<file path="src/rtl/seq_stim_pkg.sv">
// Shared types and constants for the seq_stim_src stimulus source and its LFSR.
package seq_stim_pkg;

  typedef enum logic [1:0] {
    IDLE = 2'd0,
    RUN  = 2'd1,
    DONE = 2'd2
  } seq_state_e;

  localparam int                LFSR_W    = 16;
  localparam logic [LFSR_W-1:0] LFSR_TAPS = 16'hB400;
  localparam int                SIG_W     = 8;

  // Right-shifting Galois step; the taps are folded in when bit 0 falls out.
  function automatic logic [LFSR_W-1:0] lfsr_next(input logic [LFSR_W-1:0] s);
    return (s >> 1) ^ (s[0] ? LFSR_TAPS : '0);
  endfunction

endpackage

</file>
<file path="src/rtl/seq_stim_lfsr.sv">
// 16-bit Galois LFSR with a synchronous load and an advance enable; load wins.
module seq_stim_lfsr
  import seq_stim_pkg::*;
(
  input  logic              clk,
  input  logic              rst_n,
  input  logic              load,
  input  logic              advance,
  input  logic [LFSR_W-1:0] seed,
  output logic [LFSR_W-1:0] state
);

  always_ff @(posedge clk or negedge rst_n) begin
    if (!rst_n) begin
      state <= '0;
    end else if (load) begin
      state <= seed;
    end else if (advance) begin
      state <= lfsr_next(state);
    end
  end

endmodule

</file>
<file path="src/rtl/seq_stim_src.sv">
// Burst stimulus source: seeded LFSR beats under valid/ready with start/stop/done control.
// Optional running signature is built only when SEQ_STIM_SRC_SIG_EN is defined.
module seq_stim_src
  import seq_stim_pkg::*;
#(
  parameter logic [15:0] SEED      = 16'hACE1,
  parameter int          BURST_LEN = 8
) (
  input  logic             clk,
  input  logic             rst_n,
  input  logic             start_i,
  input  logic             stop_i,
  input  logic             ready_i,
  output logic             valid_o,
  output logic [1:0]       sel_o,
  output logic             flag_o,
  output logic             busy_o,
  output logic             done_o,
  output logic [7:0]       beat_cnt_o,
  output logic [SIG_W-1:0] sig_o,
  output seq_state_e       state_o
);

  // A zero seed would lock the LFSR at zero, so it is promoted to 1.
  localparam logic [LFSR_W-1:0] SEED_EFF = (SEED == '0) ? 16'h0001 : SEED;
  localparam logic [7:0]        LAST_CNT = 8'(BURST_LEN - 1);

  seq_state_e        state;
  logic [LFSR_W-1:0] lfsr;
  logic              take_start;
  logic              accept;

  // Handshake: a beat transfers on a rising edge where valid_o && ready_i;
  // valid_o never depends on ready_i, and an abort (stop_i) cancels the transfer.
  assign take_start = (state == IDLE) && start_i;
  assign accept     = valid_o && ready_i && !stop_i;

  seq_stim_lfsr u_lfsr (
    .clk     (clk),
    .rst_n   (rst_n),
    .load    (take_start),
    .advance (accept),
    .seed    (SEED_EFF),
    .state   (lfsr)
  );

  assign sel_o   = lfsr[1:0];
  assign flag_o  = ^lfsr;
  assign state_o = state;

  always_ff @(posedge clk or negedge rst_n) begin
    if (!rst_n) begin
      state      <= IDLE;
      valid_o    <= 1'b0;
      busy_o     <= 1'b0;
      done_o     <= 1'b0;
      beat_cnt_o <= '0;
    end else begin
      done_o <= 1'b0;
      case (state)
        IDLE: begin
          if (start_i) begin
            state      <= RUN;
            valid_o    <= 1'b1;
            busy_o     <= 1'b1;
            beat_cnt_o <= '0;
          end
        end
        RUN: begin
          if (stop_i) begin
            state   <= DONE;
            valid_o <= 1'b0;
            busy_o  <= 1'b0;
            done_o  <= 1'b1;
          end else if (accept) begin
            beat_cnt_o <= beat_cnt_o + 8'd1;
            if (beat_cnt_o == LAST_CNT) begin
              state   <= DONE;
              valid_o <= 1'b0;
              busy_o  <= 1'b0;
              done_o  <= 1'b1;
            end
          end
        end
        DONE: begin
          state <= IDLE;
        end
        default: begin
          state   <= IDLE;
          valid_o <= 1'b0;
          busy_o  <= 1'b0;
        end
      endcase
    end
  end

`ifdef SEQ_STIM_SRC_SIG_EN
  logic [SIG_W-1:0] sig;

  // Rotate-left then fold in the beat being accepted (pre-advance LFSR view).
  always_ff @(posedge clk or negedge rst_n) begin
    if (!rst_n) begin
      sig <= '0;
    end else if (take_start) begin
      sig <= '0;
    end else if (accept) begin
      sig <= {sig[SIG_W-2:0], sig[SIG_W-1]} ^ {{(SIG_W-3){1'b0}}, flag_o, sel_o};
    end
  end

  assign sig_o = sig;
`else
  assign sig_o = '0;
`endif

endmodule

</file>
<file path="config.mk">
export PLATFORM = sky130hd
export DESIGN_NAME = seq_stim_src
export DESIGN_NICKNAME = d
export VERILOG_FILES = /design/src/rtl/seq_stim_pkg.sv /design/src/rtl/seq_stim_lfsr.sv /design/src/rtl/seq_stim_src.sv
export SDC_FILE = /design/constraint.sdc
export NUM_CORES = 1
export LEC_CHECK = 0
export BUFFER_PORTS_ARGS = -buffer_cell sky130_fd_sc_hd__buf_4
export CORE_ASPECT_RATIO = 0.8
export CORE_MARGIN = 10
export CORE_UTILIZATION = 49
export DETAILED_ROUTE_END_ITERATION = 8
export PLACE_DENSITY = 0.8
export SYNTH_ARGS = -nofsm -noshare
export SYNTH_HDL_FRONTEND = slang
export SYNTH_SLANG_ARGS = --single-unit
</file>
<file path="constraint.sdc">
create_clock -name clk -period 1.3 [get_ports clk]
set_input_delay 0.26 -clock clk [delete_from_list [all_inputs] [get_ports clk]]
set_output_delay 0.26 -clock clk [all_outputs]
set_load 0.01 [all_outputs]
</file>
==> results of run 1 <==
==> critical path: stages, from the launching register on <==
cell and delay, ns:
dfrtp_1 0.42, xor2_2 0.21, xnor2_2 0.15, xnor2_1 0.20, xnor2_1 0.16, buf_4 0.15
==> registers in the layout, indices dropped and copies added, names as in the netlist <==
| register | count |
|---|---|
| busy_o | 1 |
| done_o | 1 |
| beat_cnt_o | 8 |
| state_o | 2 |
| u_lfsr.state | 16 |
==> worst min path at each step <==
stage | from | end | slack (ns) | cells after the start
2_1_floorplan | rst_n | beat_cnt_o[0] | -0.04 | 0
3_3_place_gp | rst_n | beat_cnt_o[0] | 0.19 | 1
3_5_place_dp | rst_n | beat_cnt_o[0] | 0.20 | 1
4_1_cts | start_i | busy_o | 0.35 | 3
5_1_grt | start_i | busy_o | 0.39 | 3
6_report | start_i | busy_o | 0.40 | 3
==> timing repair <==
item,in CTS,in global routing
endpoints found under the hold margin,28,0
hold buffers,1,0
gates cloned,0,2
pin swaps,2,12
gates resized for setup,11,38
endpoints found under the setup margin,11,23
setup buffers,1,16
==> cell usage after synthesis, types with 2 or more instances <==
| master | count | share of area |
|---|---|---|
| o21ai_1 | 2 | 0.0065 |
| o21ai_0 | 3 | 0.0097 |
| dfrtp_1 | 28 | 0.45 |
| nor2b_1 | 2 | 0.0081 |
| xor2_1 | 3 | 0.017 |
| nor2_1 | 9 | 0.022 |
| nor3_1 | 2 | 0.0065 |
| nand2b_1 | 3 | 0.012 |
| clkbuf_1 | 2 | 0.0049 |
| nand3_1 | 8 | 0.026 |
| buf_2 | 3 | 0.0097 |
| xnor2_1 | 16 | 0.091 |
| a22o_1 | 4 | 0.023 |
| a21oi_1 | 12 | 0.039 |
| nand2_1 | 35 | 0.085 |
| inv_1 | 2 | 0.0049 |
| o211ai_1 | 2 | 0.0097 |
| buf_4 | 11 | 0.054 |
| a211oi_1 | 2 | 0.0097 |
==> stage by stage <==
step / cell area, µm² / setup slack [ns]
detailed placement: 1900 / -0.194
global route: 2340 / -0.585
CTS: 2010 / -0.536
finish: 2340 / -0.510
floorplan: 1590 / -0.121
global placement: 1900 / -0.181
==> power breakdown <==
part	internal (mW)	switching [mW]	leakage, nW
Combinational	1.72	1.37	0.747
Sequential	1.11	0.293	0.345
Clock	0.220	0.268	0.0228
==> cell type report <==
| class | count | share of cell area |
|---|---|---|
| Multi-Input combinational cell | 125 | 0.407 |
| Sequential cell | 28 | 0.302 |
| Timing Repair Buffer | 68 | 0.246 |
| Tap cell | 40 | 0.0214 |
| Clock buffer | 4 | 0.0192 |
| Inverter | 3 | 0.00481 |
==> cells in the final DEF (no fill, tap or decap), types with 2 or more instances in the layout <==
| master | count |
|---|---|
| buf_6 | 10 |
| clkbuf_8 | 3 |
| nand3_1 | 7 |
| a22o_1 | 4 |
| o21ai_0 | 3 |
| a21oi_1 | 10 |
| dfrtp_1 | 23 |
| xnor2_2 | 7 |
| conb_1 | 8 |
| nand2b_1 | 2 |
| nor3_1 | 2 |
| xor2_2 | 3 |
| buf_4 | 54 |
| nand2_1 | 33 |
| nand2_4 | 2 |
| nor2_4 | 2 |
| a21oi_2 | 2 |
| nor2_1 | 7 |
| o21ai_1 | 2 |
| xnor2_1 | 9 |
| inv_1 | 2 |
| dfrtp_2 | 5 |
| a211oi_2 | 2 |
| o211ai_1 | 2 |
==> layer usage <==
layer / global-route usage / vias to the layer above / wire [µm]
li1: - / 665 / -
met1: 0.171 / 751 / 2110
met2: 0.229 / 85 / 2580
met3: 0.0281 / 21 / 398
met4: 0.0390 / 0 / 241
met5: 0 / - / 0
==> cells by family (layout without fill, tap and decap cells) <==
| family | Yosys count | after routing | synth area share |
|---|---|---|---|
| simple gates | 66 | 66 | 0.205 |
| xor+xnor | 19 | 19 | 0.108 |
| compound gates | 29 | 29 | 0.130 |
| other cells | 1 | 8 | 0.00243 |
| mux | 2 | 2 | 0.0138 |
| buf+inv | 20 | 75 | 0.0780 |
| fa+ha+maj | 1 | 1 | 0.00812 |
| flops | 28 | 28 | 0.455 |
==> run summary, run 1 <==
Routed wire length per instance = 19.9 µm
Die Height = 70.1 µm
Total GRT Usage = 0.137
Final worst setup slack = -0.510 ns
Setup TNS = -1.01 ns
R2R Path Start = beat_cnt_o[1]
Critical Path Source = u_lfsr.state[7]
Total CTS buffers = 3
Crit path max fanout = 2
Clock transition at the registers of the reported paths = 0.10 ns
FF+latch count, synth = 28
Layout cell share with drive strength beyond 1 = 0.461
CP endpoint = flag_o
Most common flop cell mapped by yosys = dfrtp_1
Fmax = 553 MHz
Clock tree from TritonCTS = built
Register-to-Register Path Depth = 5
Mapped Cells = 166
Worst endpoint required time = 1.04 ns
Maximum root-to-sink buffer count = 2
Max Cap Viol = 0
Setup CP Type = flip-flop to output port
Post-Syn Area = 1540 µm²
Post-synth cell types = 36
Worst min path class = input pin to flip-flop
WL final = 5330 µm
Startpoint Class = flip-flop
P_leak = 1.11 nW
Drt initial violations = 191
Period utilization = 1.39
Syn Area/Cell = 9.28 µm²
Failing checks = negative setup slack
Util after Layout = 0.764
Via Count = 1522
Htree depth = 1
Total power = 4.98 mW
Grt ovf = 0
Final Hold Fails = 0
WP data arrival = 1.55 ns
Remaining DRCs = 0
Antenna-violating nets left = 0
Largest net degree at the start of global routing = 29
Vias in the first global route = 1393
FF-to-FF End = beat_cnt_o[6]
IO Port Bufs = 20
Clk_lat worst skew = 0.28 ns
Clock skew = 0.00962 ns
Crit. End Element = output port
Final worst path period need = 1.81 ns
Clock root buffer = clkbuf_8
Initial antenna violation count = 0
Post-Layout Cell Count = 268
Storage element area = 707 µm²
Die Footprint = 5800 µm²
FILL cells = 187
Status = finished with violations
Pwr dens = 2130 nW/µm²
Reg2Reg Setup Slack = -0.18 ns
Vias/cell = 5.68
I/O pin total = 29
ANT cells = 0
Seq/Total Area, Yosys = 0.455
Area grow syn2layout = 52.0%
Clock sink total = 28
Post-synth EDFFs = 0
Initial Util = 0.503
Max IR drop VDD = 1.36 mV
Final Max Tran Viols = 0
Nets = 235
Final setup viols = 11
First-pass GRT wire length = 6530 µm
WHS = 0.395 ns
Yosys warns = 0
RSZ-0062 raised after global routing = true
CORE AREA = 3060 µm²
Initial DRT Pass Iterations = 4
Area occupied by multi-input gates = 952 µm²
GPL Wtd Cong = 0.863
Die Width = 82.7 µm
Post-DP HPWL = 2710 µm
Rows = 18
DP Cell Count = 246
Synth async-reset ratio = 1.00
Power figures use the tool's default switching activity.
==> run 2: changes to the inputs <==
- CORE_MARGIN: 10 -> not set
==> run 2 against run 1 <==
Net effect: the run still ends with negative setup slack left; utilization is 0.18 points lower; sequential share of layout area is 2.2 points higher; cell count is 3.7% lower; clock skew hardly changed; critical endpoint unchanged; wire length is 15% lower; via count is 5.7% lower; register-to-register slack better by 0.05 ns; die area is 42% lower.
==> run summary, run 2 (synthesis gave the netlist of run 1 again) <==
Startpoint Class = flip-flop
First-pass GRT wire length = 6240 µm (-4.4%)
Status = finished with violations
P_leak = 1.03 nW (-7.8%)
Most common cell after layout, fill and taps aside = buf_4
Die Height = 52.1 µm (-26%)
I/O pin total = 29 (unchanged)
Pwr dens = 2090 nW/µm² (-1.9%)
WP data arrival = 1.55 ns (about the same)
GPL Wtd Cong = 0.867 (+0.36%)
Final setup viols = 8 (-3)
Largest net degree at the start of global routing = 29 (unchanged)
Via Count = 1435 (-5.7%)
ANT cells = 0 (unchanged)
Slowest stage cell, crit path = dfrtp_1
Crit path max-delay family = XOR/XNOR gates
Clock transition at the registers of the reported paths = 0.09 ns (about the same)
Worst endpoint required time = 1.04 ns (about the same)
Antenna-violating nets left = 0 (unchanged)
Crit. End Element = output port
Area occupied by multi-input gates = 872 µm² (-8.4%)
Die Width = 64.7 µm (-22%)
RSZ-0062 raised after global routing = true
Total CTS buffers = 3 (unchanged)
Grt ovf = 0 (unchanged)
Setup CP Type = flip-flop to output port
Failing checks = negative setup slack
Period utilization = 1.39 (-0.00169)
Vias in the first global route = 1342 (-3.7%)
Total power = 4.57 mW (-8.2%)
Initial antenna violation count = 0 (unchanged)
IO Port Bufs = 20 (unchanged)
Post-Layout Cell Count = 258 (-3.7%)
Largest register FFs = 16 (unchanged)
WHS = 0.380 ns (-0.0155 ns)
Most used cell, CP = xnor2_1
Worst path cell trace = xnor2_1 > xnor2_1 > xnor2_1 > xnor2_1 > buf_4
Fmax = 553 MHz (+0.12%)
Total GRT Usage = 0.246 (+0.109)
Max Cap Viol = 0 (unchanged)
Slowest stage delay, CP = 0.41 ns (about the same)
Final worst path period need = 1.81 ns (-0.00219 ns)
Crit path max fanout = 2 (unchanged)
Nets = 227 (-3.4%)
Clock skew = 0.00946 ns (-0.000163 ns)
Final Hold Fails = 0 (unchanged)
Routed wire length per instance = 17.5 µm (-12%)
Clk_lat worst skew = 0.28 ns (about the same)
Maximum root-to-sink buffer count = 2 (unchanged)
Worst min path class = input pin to flip-flop
Vias/cell = 5.56 (-2.1%)
Drt initial violations = 137 (-28%)
Final worst setup slack = -0.508 ns (+0.00219 ns)
Remaining DRCs = 0 (unchanged)
Rows = 17 (-1)
CORE AREA = 2870 µm² (-6.3%)
Initial Util = 0.536 (+0.0335)
Storage element area = 709 µm² (+0.35%)
Post-DP HPWL = 2600 µm (-4.1%)
Max IR drop VDD = 1.16 mV (-15%)
Clock sink total = 28 (unchanged)
Htree depth = 1 (unchanged)
Area grow syn2layout = 42.2%
WL final = 4500 µm (-15%)
Final Max Tran Viols = 0 (unchanged)
Clock root buffer = clkbuf_8
Die Footprint = 3370 µm² (-42%)
Layout cell share with drive strength beyond 1 = 0.418 (-0.0423)
Setup slack at placement = -0.174 ns (+0.0198 ns)
Bufs and invs on worst path = 1 (unchanged)
Initial DRT Pass Iterations = 4 (unchanged)
FILL cells = 180 (-3.7%)
Clock tree from TritonCTS = built
Leading cell types in the layout, fill and taps excluded = 47 x buf_4, 34 x nand2_1, 21 x dfrtp_1
DP Cell Count = 244 (-0.81%)
Reg with most FFs = u_lfsr.state
-- run 2: report_power, final --
part | switching (mW) | leakage (nW) | internal [mW]
clock network | 0.272 | 0.0288 | 0.271
registers | 0.257 | 0.341 | 1.11
logic | 1.18 | 0.657 | 1.48
total | 1.71 | 1.03 | 2.86
-- run 2: final timing paths --
kind | startpoint | end | slack, ns | depth (start not counted)
max in group asynchronous | rst_n | state_o[1] | 0.57 | 2
worst max register to register | busy_o | beat_cnt_o[3] | -0.13 | 4
worst min register to register | beat_cnt_o[7] | beat_cnt_o[7] | 0.58 | 2
worst max-delay path | u_lfsr.state[12] | flag_o | -0.51 | 5
worst min-delay path | start_i | busy_o | 0.38 | 3
min in group asynchronous | rst_n | beat_cnt_o[3] | 0.42 | 2
-- run 2: repair_timing --
item | 4_1_cts | 5_1_grt
hold endpoints to repair | 28 | 0
hold buffers | 1 | 0
pin swaps | 10 | 8
resized for setup | 13 | 25
setup buffers | 3 | 6
cloned | 0 | 1
endpoints found under the setup margin | 10 | 16
-- run 2: worst reg2reg max path: cells and delay by family, from the launching register on --
kind,cells,cell delay (ns)
and+or+nand+nor,3,0.76
DFF,1,0.45
AOI/OAI and AO/OA,1,0.16
-- run 2: cell type report --
type,instances,area share
Multi-Input combinational cell,125,0.398
Sequential cell,28,0.324
Timing Repair Buffer,60,0.225
Clock buffer,4,0.0251
Tap cell,38,0.0217
Inverter,3,0.00629
-- run 2: metal layers --
metal,routed length [µm],global-route usage,part of all wire
met4,136,0.0778,0.030
met1,1880,0.328,0.42
met3,299,0.0417,0.066
met2,2190,0.412,0.49
met5,0,0,0
-- run 2: per-stage QoR --
stage               cell area (µm²)  TNS, ns  utilization
CTS                            2040   -0.630        0.712
global route                   2190    -1.54        0.763
detailed placement             1900   -0.711        0.662
finish                         2190   -0.863        0.763
floorplan                      1590   -0.121            -
global placement               1900   -0.228        0.662
==> run 3: changes to the inputs <==
- CORE_UTILIZATION: 49 -> 58
- PLACE_DENSITY: 0.8 -> 0.88
- clock period: 1.3 -> 2.3 ns (I/O delays scaled with it)
==> run 3 against run 2 <==
Net effect: the flow now finishes without violations; global-route usage decreased by 1.6 points; register-to-register slack improved by 0.85 ns; via count decreased by 16%; combinational power decreased by 59%; wire length decreased by 34%; worst hold slack got worse by 0.37 ns; clock skew increased by 0.0062 ns; clock-buffer cell count unchanged; clock power decreased by 55%; utilization decreased by 6.9 points; worst setup slack improved by 0.64 ns; critical path type unchanged; critical endpoint unchanged; largest power group unchanged; highest routed layer unchanged.
==> run summary, run 3 (synthesis gave the netlist of run 1 again) <==
Post-DP HPWL = 2150 µm (-17%)
Clock transition at the registers of the reported paths = 0.16 ns (+0.07 ns)
Startpoint Class = flip-flop
Max Cap Viol = 0 (unchanged)
Crit path max fanout = 5 (+3)
Initial DRT Pass Iterations = 4 (unchanged)
Die Height = 48.1 µm (-7.8%)
Clock tree from TritonCTS = built
Routed wire length per instance = 13.6 µm (-22%)
Largest register FFs = 16 (unchanged)
FILL cells = 180 (unchanged)
Fmax = 460 MHz
Clock sink total = 28 (unchanged)
Total CTS buffers = 3 (unchanged)
WHS = 0.00549 ns (-0.374 ns)
Worst endpoint required time = 1.84 ns (+0.80 ns)
Relative slew slack = 0.515
Max IR drop VDD = 0.672 mV (-42%)
Most common cell after layout, fill and taps aside = nand2_1
GPL Wtd Cong = 0.887 (+2.4%)
Initial antenna violation count = 0 (unchanged)
RSZ-0062 raised after global routing = false
Reg2Reg Setup Slack = 0.72 ns (+0.85 ns)
Status = finished clean
Area grow syn2layout = 11.7%
Antenna-violating nets left = 0 (unchanged)
Total GRT Usage = 0.230 (-0.0165)
Reg with most FFs = u_lfsr.state
CORE AREA = 2480 µm² (-14%)
Clk_lat worst skew = 0.34 ns (+0.06 ns)
Largest net degree at the start of global routing = 29 (unchanged)
Die Footprint = 2870 µm² (-15%)
Vias in the first global route = 981 (-27%)
WP data arrival = 1.71 ns (+0.16 ns)
Clock skew = 0.0157 ns (+0.00625 ns)
Via Count = 1212 (-16%)
Die Width = 59.6 µm (-7.8%)
ANT cells = 0 (unchanged)
Worst Max-Slew Pin Slew = 0.724 ns
P_leak = 0.781 nW (-24%)
Pwr dens = 1230 nW/µm² (-41%)
First-pass GRT wire length = 4680 µm (-25%)
Htree depth = 1 (unchanged)
Grt ovf = 0 (unchanged)
Period utilization = 0.944
Setup TNS = 0 ns (+0.863 ns)
Layout cell share with drive strength beyond 1 = 0.191 (-0.227)
Final Max Tran Viols = 0 (unchanged)
IO Port Bufs = 20 (unchanged)
Drt initial violations = 54 (-61%)
Initial Util = 0.620 (+0.0841)
Maximum root-to-sink buffer count = 2 (unchanged)
Nets = 190 (-16%)
Setup CP Type = flip-flop to output port
Vias/cell = 5.53 (-0.50%)
Leading cell types in the layout, fill and taps excluded = 35 x nand2_1, 27 x dfrtp_1, 23 x buf_4
WL final = 2980 µm (-34%)
Worst min path class = input pin to asynchronous set/reset pin
Crit. End Element = output port
Final worst path period need = 2.17 ns
I/O pin total = 29 (unchanged)
Rows = 16 (-1)
Remaining DRCs = 0 (unchanged)
Register-to-Register Path Depth = 4 (unchanged)
Final setup viols = 0 (-8)
Final Hold Fails = 0 (unchanged)
Clock root buffer = clkbuf_4
[run 3: path summary, 6_finish.rpt]
check,to,start
worst min register to register,u_lfsr.state[2],u_lfsr.state[3]
worst max-delay path,flag_o,u_lfsr.state[0]
worst min-delay path,u_lfsr.state[10],rst_n
worst max register to register,beat_cnt_o[5],state_o[0]
min in group clk,busy_o,start_i
max in group asynchronous,u_lfsr.state[0],rst_n
[run 3: timing repair]
item	4_1_cts	5_1_grt
resized for setup	0	2
endpoints found under the setup margin	0	1
setup buffers	0	1
hold buffers	0	0
[run 3: metal layers]
metal,track usage,vias to the layer above,part of all wire
met5,0,-,0
met4,0.0558,0,0.010
met3,0.0557,4,0.043
met2,0.369,38,0.49
met1,0.323,596,0.46
li1,-,574,-
[run 3: critical path, cell delays in order, from the launching register on]
cell     delay (ns)
dfrtp_2        0.50
xor2_2         0.20
xnor2_1        0.20
xnor2_1        0.16
xnor2_1        0.15
buf_4          0.16
[run 3: metrics by stage]
step | util | instances | instance area, µm² | worst slack, ns | power, mW
floorplan | - | 173 | 1570 | 0.652 | 1.51
global route | 0.693 | 219 | 1720 | 0.00630 | 2.28
finish | 0.693 | 219 | 1720 | 0.128 | 2.11
global placement | 0.672 | 214 | 1670 | 0.568 | 1.79
CTS | 0.686 | 218 | 1700 | 0.0966 | 2.10
detailed placement | 0.672 | 214 | 1670 | 0.501 | 1.85
[run 3: cell type report]
class / instances / area, µm² / share of cell area
multi-input combinational: 125 / 753 / 0.438
tap: 36 / 45.0 / 0.0262
timing repair buffer: 23 / 173 / 0.100
clock buffer: 4 / 36.3 / 0.0211
inverter: 3 / 11.3 / 0.00655
sequential: 28 / 702 / 0.408
[run 3: report_power, final]
part	leakage (nW)	total [mW]	internal, mW	switching (mW)
combinational	0.410	1.08	0.558	0.517
sequential	0.350	0.794	0.621	0.173
clock	0.0210	0.244	0.0971	0.147
